**src/rtl/layer_compositor_pkg.sv**
```systemverilog
// Shared constants, pixel type and width helper
// for the layered VGA compositor.
package layer_compositor_pkg;

  localparam int RGB_W = 12;
  localparam int H_ACT = 640;
  localparam int V_ACT = 480;
  localparam logic [RGB_W-1:0] KEY_DEF = 12'h0F0;

  typedef logic [RGB_W-1:0] rgb_t;

  function automatic int layer_w(input int n);
    return (n > 1) ? $clog2(n) : 1;
  endfunction

endpackage

```
**src/rtl/layer_compositor_prio_enc_msb.sv**
```systemverilog
// Combinational highest-set-bit encoder:
// returns whether any request is set and its top index.
module prio_enc_msb
  import layer_compositor_pkg::*;
#(
  parameter int W = 19,
  localparam int IW = layer_w(W)
) (
  input  logic [W-1:0]  i_req,
  output logic          o_any,
  output logic [IW-1:0] o_idx
);

  // Later (higher) bits overwrite earlier ones.
  always_comb begin
    o_idx = '0;
    for (int i = 0; i < W; i++) begin
      if (i_req[i]) o_idx = IW'(i);
    end
  end

  assign o_any = |i_req;

endmodule

```
**src/rtl/layer_compositor.sv**
```systemverilog
// Two-stage priority compositor with colour-key transparency
// and per-frame player/hazard collision reporting.
module layer_compositor
  import layer_compositor_pkg::*;
#(
  parameter int                    NUM_LAYERS  = 19,
  parameter int                    COLOR_W     = RGB_W,
  parameter logic [COLOR_W-1:0]    KEY_COLOR   = KEY_DEF,
  parameter int                    PLAYER_IDX  = 18,
  parameter logic [NUM_LAYERS-1:0] HAZARD_MASK = '0,
  parameter int                    H_ACTIVE    = H_ACT,
  parameter int                    V_ACTIVE    = V_ACT
) (
  input  logic                          clk,
  input  logic                          rst_n,
  input  logic [9:0]                    col,
  input  logic [9:0]                    row,
  input  logic                          pix_valid,
  input  logic [COLOR_W-1:0]            bg_rgb,
  input  logic [NUM_LAYERS-1:0]         layer_hit,
  input  logic [NUM_LAYERS*COLOR_W-1:0] layer_rgb,
  input  logic [NUM_LAYERS-1:0]         layer_en,
  output logic [COLOR_W-1:0]            rgb_out,
  output logic                          rgb_valid,
  output logic [NUM_LAYERS-1:0]         collide_mask,
  output logic                          collide_pulse,
  output logic [15:0]                   frame_cnt
);

  localparam int LW = layer_w(NUM_LAYERS);

  logic [NUM_LAYERS-1:0] w_eff;
  logic [NUM_LAYERS-1:0] w_hz;
  logic [NUM_LAYERS-1:0] w_acc_nxt;
  logic                  w_any;
  logic [LW-1:0]         w_idx;
  logic                  w_start;
  logic                  w_end;
  logic                  w_armed;

  logic                  r1_valid;
  logic                  r1_any;
  logic [LW-1:0]         r1_idx;
  logic [COLOR_W-1:0]    r1_bg;
  logic [COLOR_W-1:0]    r1_lyr [NUM_LAYERS];

  logic [COLOR_W-1:0]    r_rgb;
  logic                  r_rgb_valid;
  logic [NUM_LAYERS-1:0] r_acc;
  logic                  r_armed;
  logic [NUM_LAYERS-1:0] r_mask;
  logic                  r_pulse;
  logic [15:0]           r_frame_cnt;

  always_comb begin
    w_eff = '0;
    for (int j = 0; j < NUM_LAYERS; j++) begin
      w_eff[j] = layer_hit[j] & layer_en[j] & pix_valid
               & (layer_rgb[j*COLOR_W +: COLOR_W] != KEY_COLOR);
    end
  end

  // The player never counts as its own hazard.
  always_comb begin
    w_hz = w_eff & HAZARD_MASK
         & {NUM_LAYERS{w_eff[PLAYER_IDX]}};
    w_hz[PLAYER_IDX] = 1'b0;
  end

  prio_enc_msb #(
    .W (NUM_LAYERS)
  ) u_prio (
    .i_req (w_eff),
    .o_any (w_any),
    .o_idx (w_idx)
  );

  assign w_start = pix_valid & (col == '0) & (row == '0);
  assign w_end   = pix_valid
                 & (col == 10'(H_ACTIVE - 1))
                 & (row == 10'(V_ACTIVE - 1));
  assign w_armed   = r_armed | w_start;
  assign w_acc_nxt = (w_start ? '0 : r_acc) | w_hz;

  always_ff @(posedge clk or negedge rst_n) begin
    if (!rst_n) begin
      r1_valid <= 1'b0;
      r1_any   <= 1'b0;
      r1_idx   <= '0;
      r1_bg    <= '0;
      r1_lyr   <= '{default: '0};
    end else begin
      r1_valid <= pix_valid;
      r1_any   <= w_any;
      r1_idx   <= w_idx;
      r1_bg    <= bg_rgb;
      for (int j = 0; j < NUM_LAYERS; j++) begin
        r1_lyr[j] <= layer_rgb[j*COLOR_W +: COLOR_W];
      end
    end
  end

  always_ff @(posedge clk or negedge rst_n) begin
    if (!rst_n) begin
      r_rgb       <= '0;
      r_rgb_valid <= 1'b0;
    end else begin
      r_rgb_valid <= r1_valid;
      if (!r1_valid)   r_rgb <= '0;
      else if (r1_any) r_rgb <= r1_lyr[r1_idx];
      else             r_rgb <= r1_bg;
    end
  end

  always_ff @(posedge clk or negedge rst_n) begin
    if (!rst_n) begin
      r_acc       <= '0;
      r_armed     <= 1'b0;
      r_mask      <= '0;
      r_pulse     <= 1'b0;
      r_frame_cnt <= '0;
    end else begin
      r_pulse <= 1'b0;
      if (w_start) r_armed <= 1'b1;
      if (w_end && w_armed) begin
        r_mask      <= w_acc_nxt;
        r_pulse     <= |w_acc_nxt;
        r_frame_cnt <= r_frame_cnt + 16'd1;
        r_acc       <= '0;
      end else if (w_armed) begin
        r_acc <= w_acc_nxt;
      end
    end
  end

  assign rgb_out       = r_rgb;
  assign rgb_valid     = r_rgb_valid;
  assign collide_mask  = r_mask;
  assign collide_pulse = r_pulse;
  assign frame_cnt     = r_frame_cnt;

endmodule

```
**config.mk**
```make
export PLATFORM = sky130hd
export DESIGN_NAME = layer_compositor
export DESIGN_NICKNAME = d
export VERILOG_FILES = /design/src/rtl/layer_compositor_pkg.sv /design/src/rtl/layer_compositor_prio_enc_msb.sv /design/src/rtl/layer_compositor.sv
export SDC_FILE = /design/constraint.sdc
export NUM_CORES = 1
export LEC_CHECK = 0
export CAP_MARGIN = 30
export CORE_ASPECT_RATIO = 1.1
export CORE_UTILIZATION = 42
export DETAILED_ROUTE_END_ITERATION = 10
export HOLD_SLACK_MARGIN = 0.06
export PLACE_DENSITY = 0.75
export SLEW_MARGIN = 0
export SYNTH_ARGS = -nofsm -noshare
export SYNTH_HDL_FRONTEND = slang
export SYNTH_SLANG_ARGS = --single-unit
```
**constraint.sdc**
```tcl
create_clock -name clk -period 2 [get_ports clk]
set_input_delay 0.4 -clock clk [delete_from_list [all_inputs] [get_ports clk]]
set_output_delay 0.4 -clock clk [all_outputs]
set_load 0.005 [all_outputs]
```
== Word level (Yosys, flattened, before mapping) ==
Cells that the tools add are included.
Storage, ports and cells
  ROM bits: 0
  bits in writable memories: 0
  register bits: 316
  bits of input ports: 301
  word-level logic and storage cells: 149
  output and inout bits: 49
  memories: 0
  bits in latches: 0
Operators by class
  reductions and logical operators: 6
  equal/unequal tests: 21
  magnitude comparators: 1
  mux-type cells: 27
  multiply operators: 0
  add/subtract/negate cells: 1
  shift-type cells: 0
  divide/modulo/power cells: 0
  bitwise logic cells: 63
Operators with widths (count)
  $ne A12 B8 Y1 const B: 19
  $and A1 B1 Y1: 61
  $bmux W12 S5: 1
  $mux W19: 3
  $mux W12: 4
  $reduce_or A19 Y1: 2
  $mux W4: 8
  $logic_not A10 Y1: 2
  $add A16 B1 Y16 const B: 1
  $mux W5: 3
  $mux W3: 4
  $eq A10 B10 Y1 const B: 1
  $eq A10 B9 Y1 const B: 1
  $ge A6 B6 Y1 const B: 1
  $not A5 Y6: 1
  $mux W2: 2
  $mux W1: 2
  $reduce_bool A2 Y1: 1
  $logic_and A1 B1 Y1: 1
  $or A1 B1 Y1: 1

== Longest topological paths before layout ==
  depth after elaboration: 21
  gate-level depth with buffers: 8
  mapped depth without buffers: 6

== Modules after synthesis ==
A second synthesis with hierarchy kept.
Unflattened totals
  cell total of the unflattened synthesis: 856
  area total of the unflattened synthesis: 11931.4 µm²
By module, submodules not included
  layer_compositor: instances 1, area an instance 11745.0 µm², seq. area each 7907.6 µm², cells an instance 821
  prio_enc_msb: instances 1, area an instance 186.4 µm², seq. area each 0.0 µm², cells an instance 35

== Worst setup path before layout ==
OpenSTA, ideal clock, no wires.
  path type: reg-to-reg
  start point: register r1_idx[1]
  end point: register r_rgb[10], in the netlist rgb_out[10]
  data required time: 1863 ps
  setup slack: -105 ps
  setup time: 137 ps
  buffers on the path: 2
  data arrival time: 1968 ps
  cell stages (with the launch flop): 8
  clock period less this slack: 2105 ps
  cells stage by stage: dfrtp_1 clkbuf_1 clkbuf_1 mux4_2 mux4_2 nor2b_1 a21oi_1 a21oi_1
Between the ends
  longest elaborated chain between the ends: 6
RTL lines
  start, declared: RTL line layer_compositor.sv:43  | logic [LW-1:0] r1_idx;
  start signal, assigned: RTL line layer_compositor.sv:95  | r1_idx <= w_idx;
  $not A5 Y6 (not written as such): RTL line layer_compositor.sv:110  | else if (r1_any) r_rgb <= r1_lyr[r1_idx];
  $bmux W12 S5: RTL line layer_compositor.sv:110
  $mux W12 (not written as such) (2 in series): RTL line layer_compositor.sv:110
  $mux W12: RTL line layer_compositor.sv:110
  $mux W12: RTL line layer_compositor.sv:109  | if (!r1_valid) r_rgb <= '0;
  end signal, assigned: RTL line layer_compositor.sv:110
  end signal, assigned: RTL line layer_compositor.sv:111  | else r_rgb <= r1_bg;
  end, declared: RTL line layer_compositor.sv:47  | logic [COLOR_W-1:0] r_rgb;
Every way passes these cells. The select of a mux whose other input is x is not followed.
A chain may end at the register's enable or synchronous reset.

== Final worst setup path ==
  start point: register r1_idx[0]
  end point: register r_rgb[10], in the netlist rgb_out[10]
Same word-level chain as after synthesis.

==> flow_summary.json <==
{
  "postSynth.topFlopCell": "sky130_fd_sc_hd__dfrtp_1",
  "arrival_ns": 2.80,
  "yosys_register_bits": 316,
  "finalHoldViolations": 0,
  "coreArea_um2": 27120,
  "critPathMaxStageDelay_ns": 0.56,
  "grt_setup_unrepaired": "true",
  "hold_depth": 1,
  "post_synthesis_cell_area_um2": 11650,
  "finalCoreUtilization_pct": 66.92,
  "power_per_cell_area_nw_per_um2": 835.2,
  "grt_start_max_net_pins": 61,
  "rows": 63,
  "hold_class": "input pin to flop",
  "worst_r2r_end": "rgb_out[10]",
  "final.setup.tns_ns": -4.505,
  "cp-start-kind": "flop",
  "ioPinCount": 350,
  "synthesis.instances": 771,
  "clock.fmax_ghz": 0.4180,
  "first_global_vias": 9712,
  "cts_root_buffer": "sky130_fd_sc_hd__clkbuf_16",
  "ir_drop_v": 0.0006050,
  "finalSetupViolCount": 12,
  "grt_pass1_wl_um": 55500,
  "run_status": "complete, but fails checks",
  "drive_gt1_share_pct": 24.50,
  "nFillCells": 1967,
  "drt_first_pass_iters": 4,
  "detail_route.wirelength_um": 37490,
  "detailed_place_hpwl_um": 29070,
  "relSlewSlack_pct": 40.28,
  "instances_no_fill": 1670,
  "clk_pin_slew_ns": 0.06,
  "tritoncts": "yes",
  "globalRouteOverflowTotal": 0,
  "drc": 0,
  "dp_cells": 1606,
  "postRouteAntennaNets": 0,
  "timing.final.ws_setup_ns": -0.3925,
  "post_drt_wl_per_cell_um": 22.45,
  "die_height_um": 176.7,
  "final_nets": 1590,
  "final_design_area_no_fill_um2": 18140,
  "htree_levels": 1,
  "timing.final.crit_share_pct": 119.6,
  "dieWidth_um": 160.8,
  "clk_path_buf_depth": 3,
  "critPathMostFrequentCell": "sky130_fd_sc_hd__mux4_2",
  "die-area_um2": 28410,
  "design_power_total_mw": 15.16,
  "leak_pwr_nw": 7.708,
  "report.final.slew_viol_count": 0,
  "multi_input_area_um2": 3827,
  "worst-endpoint-required_ns": 2.40,
  "cts_made_buffers": 31,
  "violations": "setup timing",
  "sequential_share_of_the_synthesized_area_pct": 67.87,
  "per_instance_average_area_after_synthesis_um2": 15.11,
  "crit_path_top_delay_cell": "sky130_fd_sc_hd__dfrtp_4",
  "async_flop_share_pct": 100.0,
  "grtUsageTotal_pct": 26.49,
  "place_area_um2": 16810,
  "setup.worst_path.class": "flop to flop",
  "cp-end-kind": "flop",
  "timing.reg2reg.setup_slack_ns": -0.39,
  "synthToLayoutAreaGrowth_pct": 55.73,
  "vias": 8794,
  "syn-num-nets": 1073,
  "reg2reg_from": "r1_idx[0]",
  "critical_path.startpoint": "r1_idx[0]",
  "drt_iter0_drc": 450,
  "ff_latch_area_um2": 7914,
  "finalWorstPathRequiredPeriod_ns": 2.392,
  "yosysWarningCount": 0,
  "critical_path.cell_chain": "clkbuf_16 -> mux4_2 -> mux4_2 -> nor2b_2 -> a21oi_2 -> a21oi_1",
  "timing.critical_path.to": "rgb_out[10]",
  "crit_path_max_fanout": 8,
  "max-cap-violations": 0,
  "clock_sink_count": 316,
  "route.detailed.vias_per_inst": 5.266,
  "yosys.cell_types.count": 37,
  "worstMarginPinSlew_ns": 0.8958,
  "synth_edf_count": 0,
  "worstRegToRegCells": 6,
  "final.setup_skew_ns": 0.01234,
  "antenna_found_initial": 3,
  "placement.io_buffers": 349,
  "worst_skew_pair.late_latency_ns": 0.56,
  "floorplan.initialDensity_pct": 42.97,
  "place.gp.congestion": 0.8747
}
per-layer routing:
metal | part of all wire (%) | wire length, um | GRT usage [%]
met1 | 38 | 14240 | 32.65
met2 | 53 | 19760 | 47.17
met3 | 6.3 | 2357 | 4.991
met4 | 3.0 | 1135 | 8.373
met5 | 0 | 0 | 0
Yosys cell counts, types with 14 or more instances:
master / number / area share, %
sky130_fd_sc_hd__nand3_1: 28 / 1.2
sky130_fd_sc_hd__and3_1: 28 / 1.5
sky130_fd_sc_hd__nor4bb_1: 19 / 1.6
sky130_fd_sc_hd__o21ai_0: 45 / 1.9
sky130_fd_sc_hd__clkbuf_1: 26 / 0.84
sky130_fd_sc_hd__a21oi_1: 26 / 1.1
sky130_fd_sc_hd__dfrtp_1: 316 / 68
sky130_fd_sc_hd__nand4_1: 26 / 1.4
sky130_fd_sc_hd__mux4_2: 60 / 12
sky130_fd_sc_hd__xnor2_1: 14 / 1.1
sky130_fd_sc_hd__nand2_1: 68 / 2.2
sky130_fd_sc_hd__nor4b_1: 38 / 2.9
through the flow:
stage	hold slack (ns)	setup WS, ns
2_1_floorplan	0.1044	-0.006127
3_3_place_gp	0.3734	-0.6008
3_5_place_dp	0.3735	-0.6391
4_1_cts	0.2664	-0.3697
5_1_grt	0.2641	-0.4520
6_report	0.2867	-0.3925
repair_timing:
item | CTS | global route
setup buffers | 0 | 1
endpoints found under the hold margin | 50 | 0
resized for setup | 4 | 50
pin swaps | 0 | 5
gates cloned | 0 | 4
hold buffers | 1 | 0
setup endpoints to repair | 14 | 16
state kept, by name (all words and copies together), names as in the netlist:
name           cells
r_armed            1
rgb_out           12
r1_lyr           228
r_acc             19
rgb_valid          1
r1_valid           1
collide_mask      19
r1_bg             12
frame_cnt         16
r1_idx             5
collide_pulse      1
r1_any             1
worst max-delay path, delay by kind of cell, from the launching register on:
family / cells / cell delay (ns)
mux: 2 / 1.04
buf+inv: 1 / 0.22
compound gates: 2 / 0.22
flops: 1 / 0.56
simple gates: 1 / 0.19
cells by family (layout without fill, tap and decap cells):
group,count (synthesis),count (layout),share of synthesized area (%)
other,0,3,0
flip-flops,316,316,67.87
AND/OR/NAND/NOR,249,249,13.08
buffers and inverters,37,576,1.417
XOR/XNOR,15,15,1.128
AO/OA/AOI/OAI,81,81,3.769
multiplexers,72,72,12.63
adder cells (fa/ha/maj),1,1,0.1074
how the worst min path moves through the flow:
stage	to	startpoint	slack, ns
floorplan	collide_mask[0]	rst_n	0.10
global placement	r1_lyr[144]	rst_n	0.37
detailed placement	r1_lyr[144]	rst_n	0.37
CTS	r1_bg[10]	bg_rgb[10]	0.27
global route	r1_bg[10]	bg_rgb[10]	0.26
finish	r1_bg[10]	bg_rgb[10]	0.29
final cells by class:
cell class / count / area share (%)
Inverter: 3 / 0.06206
Antenna cell: 3 / 0.04137
Multi-Input combinational cell: 418 / 21.09
Sequential cell: 316 / 43.61
Timing Repair Buffer: 518 / 27.35
Clock inverter: 6 / 0.3379
Clock buffer: 49 / 5.034
Tap cell: 357 / 2.462
cell usage in the layout, fill, tap and decap left out, types with 2 or more instances in the layout:
cell	n
sky130_fd_sc_hd__xnor2_1	14
sky130_fd_sc_hd__nand4_1	26
sky130_fd_sc_hd__o21ai_0	45
sky130_fd_sc_hd__mux2i_1	12
sky130_fd_sc_hd__clkdlybuf4s50_1	348
sky130_fd_sc_hd__buf_12	11
sky130_fd_sc_hd__a22oi_1	2
sky130_fd_sc_hd__and2_1	3
sky130_fd_sc_hd__nor4bb_2	3
sky130_fd_sc_hd__diode_2	3
sky130_fd_sc_hd__a21oi_1	13
sky130_fd_sc_hd__clkbuf_8	7
sky130_fd_sc_hd__nor2_1	4
sky130_fd_sc_hd__a21oi_2	12
sky130_fd_sc_hd__nor4b_2	12
sky130_fd_sc_hd__and4_1	3
sky130_fd_sc_hd__inv_1	3
sky130_fd_sc_hd__a41oi_1	2
sky130_fd_sc_hd__nand2b_1	3
sky130_fd_sc_hd__nor4_1	9
sky130_fd_sc_hd__mux4_2	60
sky130_fd_sc_hd__clkbuf_16	34
sky130_fd_sc_hd__nor2b_4	8
sky130_fd_sc_hd__nor2b_2	3
sky130_fd_sc_hd__clkbuf_1	11
sky130_fd_sc_hd__nor4b_1	26
sky130_fd_sc_hd__nand3_1	27
sky130_fd_sc_hd__dfrtp_2	2
sky130_fd_sc_hd__nor4_2	2
sky130_fd_sc_hd__nor2b_1	2
sky130_fd_sc_hd__clkinv_2	3
sky130_fd_sc_hd__buf_4	153
sky130_fd_sc_hd__nor3_1	2
sky130_fd_sc_hd__and3_1	28
sky130_fd_sc_hd__dfrtp_1	313
sky130_fd_sc_hd__nor4bb_1	15
sky130_fd_sc_hd__nand2_1	68
power by group:
| group | internal (mW) | total, mW | switching [mW] |
|---|---|---|---|
| Combinational | 1.62 | 2.71 | 1.09 |
| Sequential | 6.70 | 6.86 | 0.162 |
| Clock | 3.23 | 5.58 | 2.35 |
| Total | 11.6 | 15.2 | 3.60 |
(Power assumes the default switching activity.)
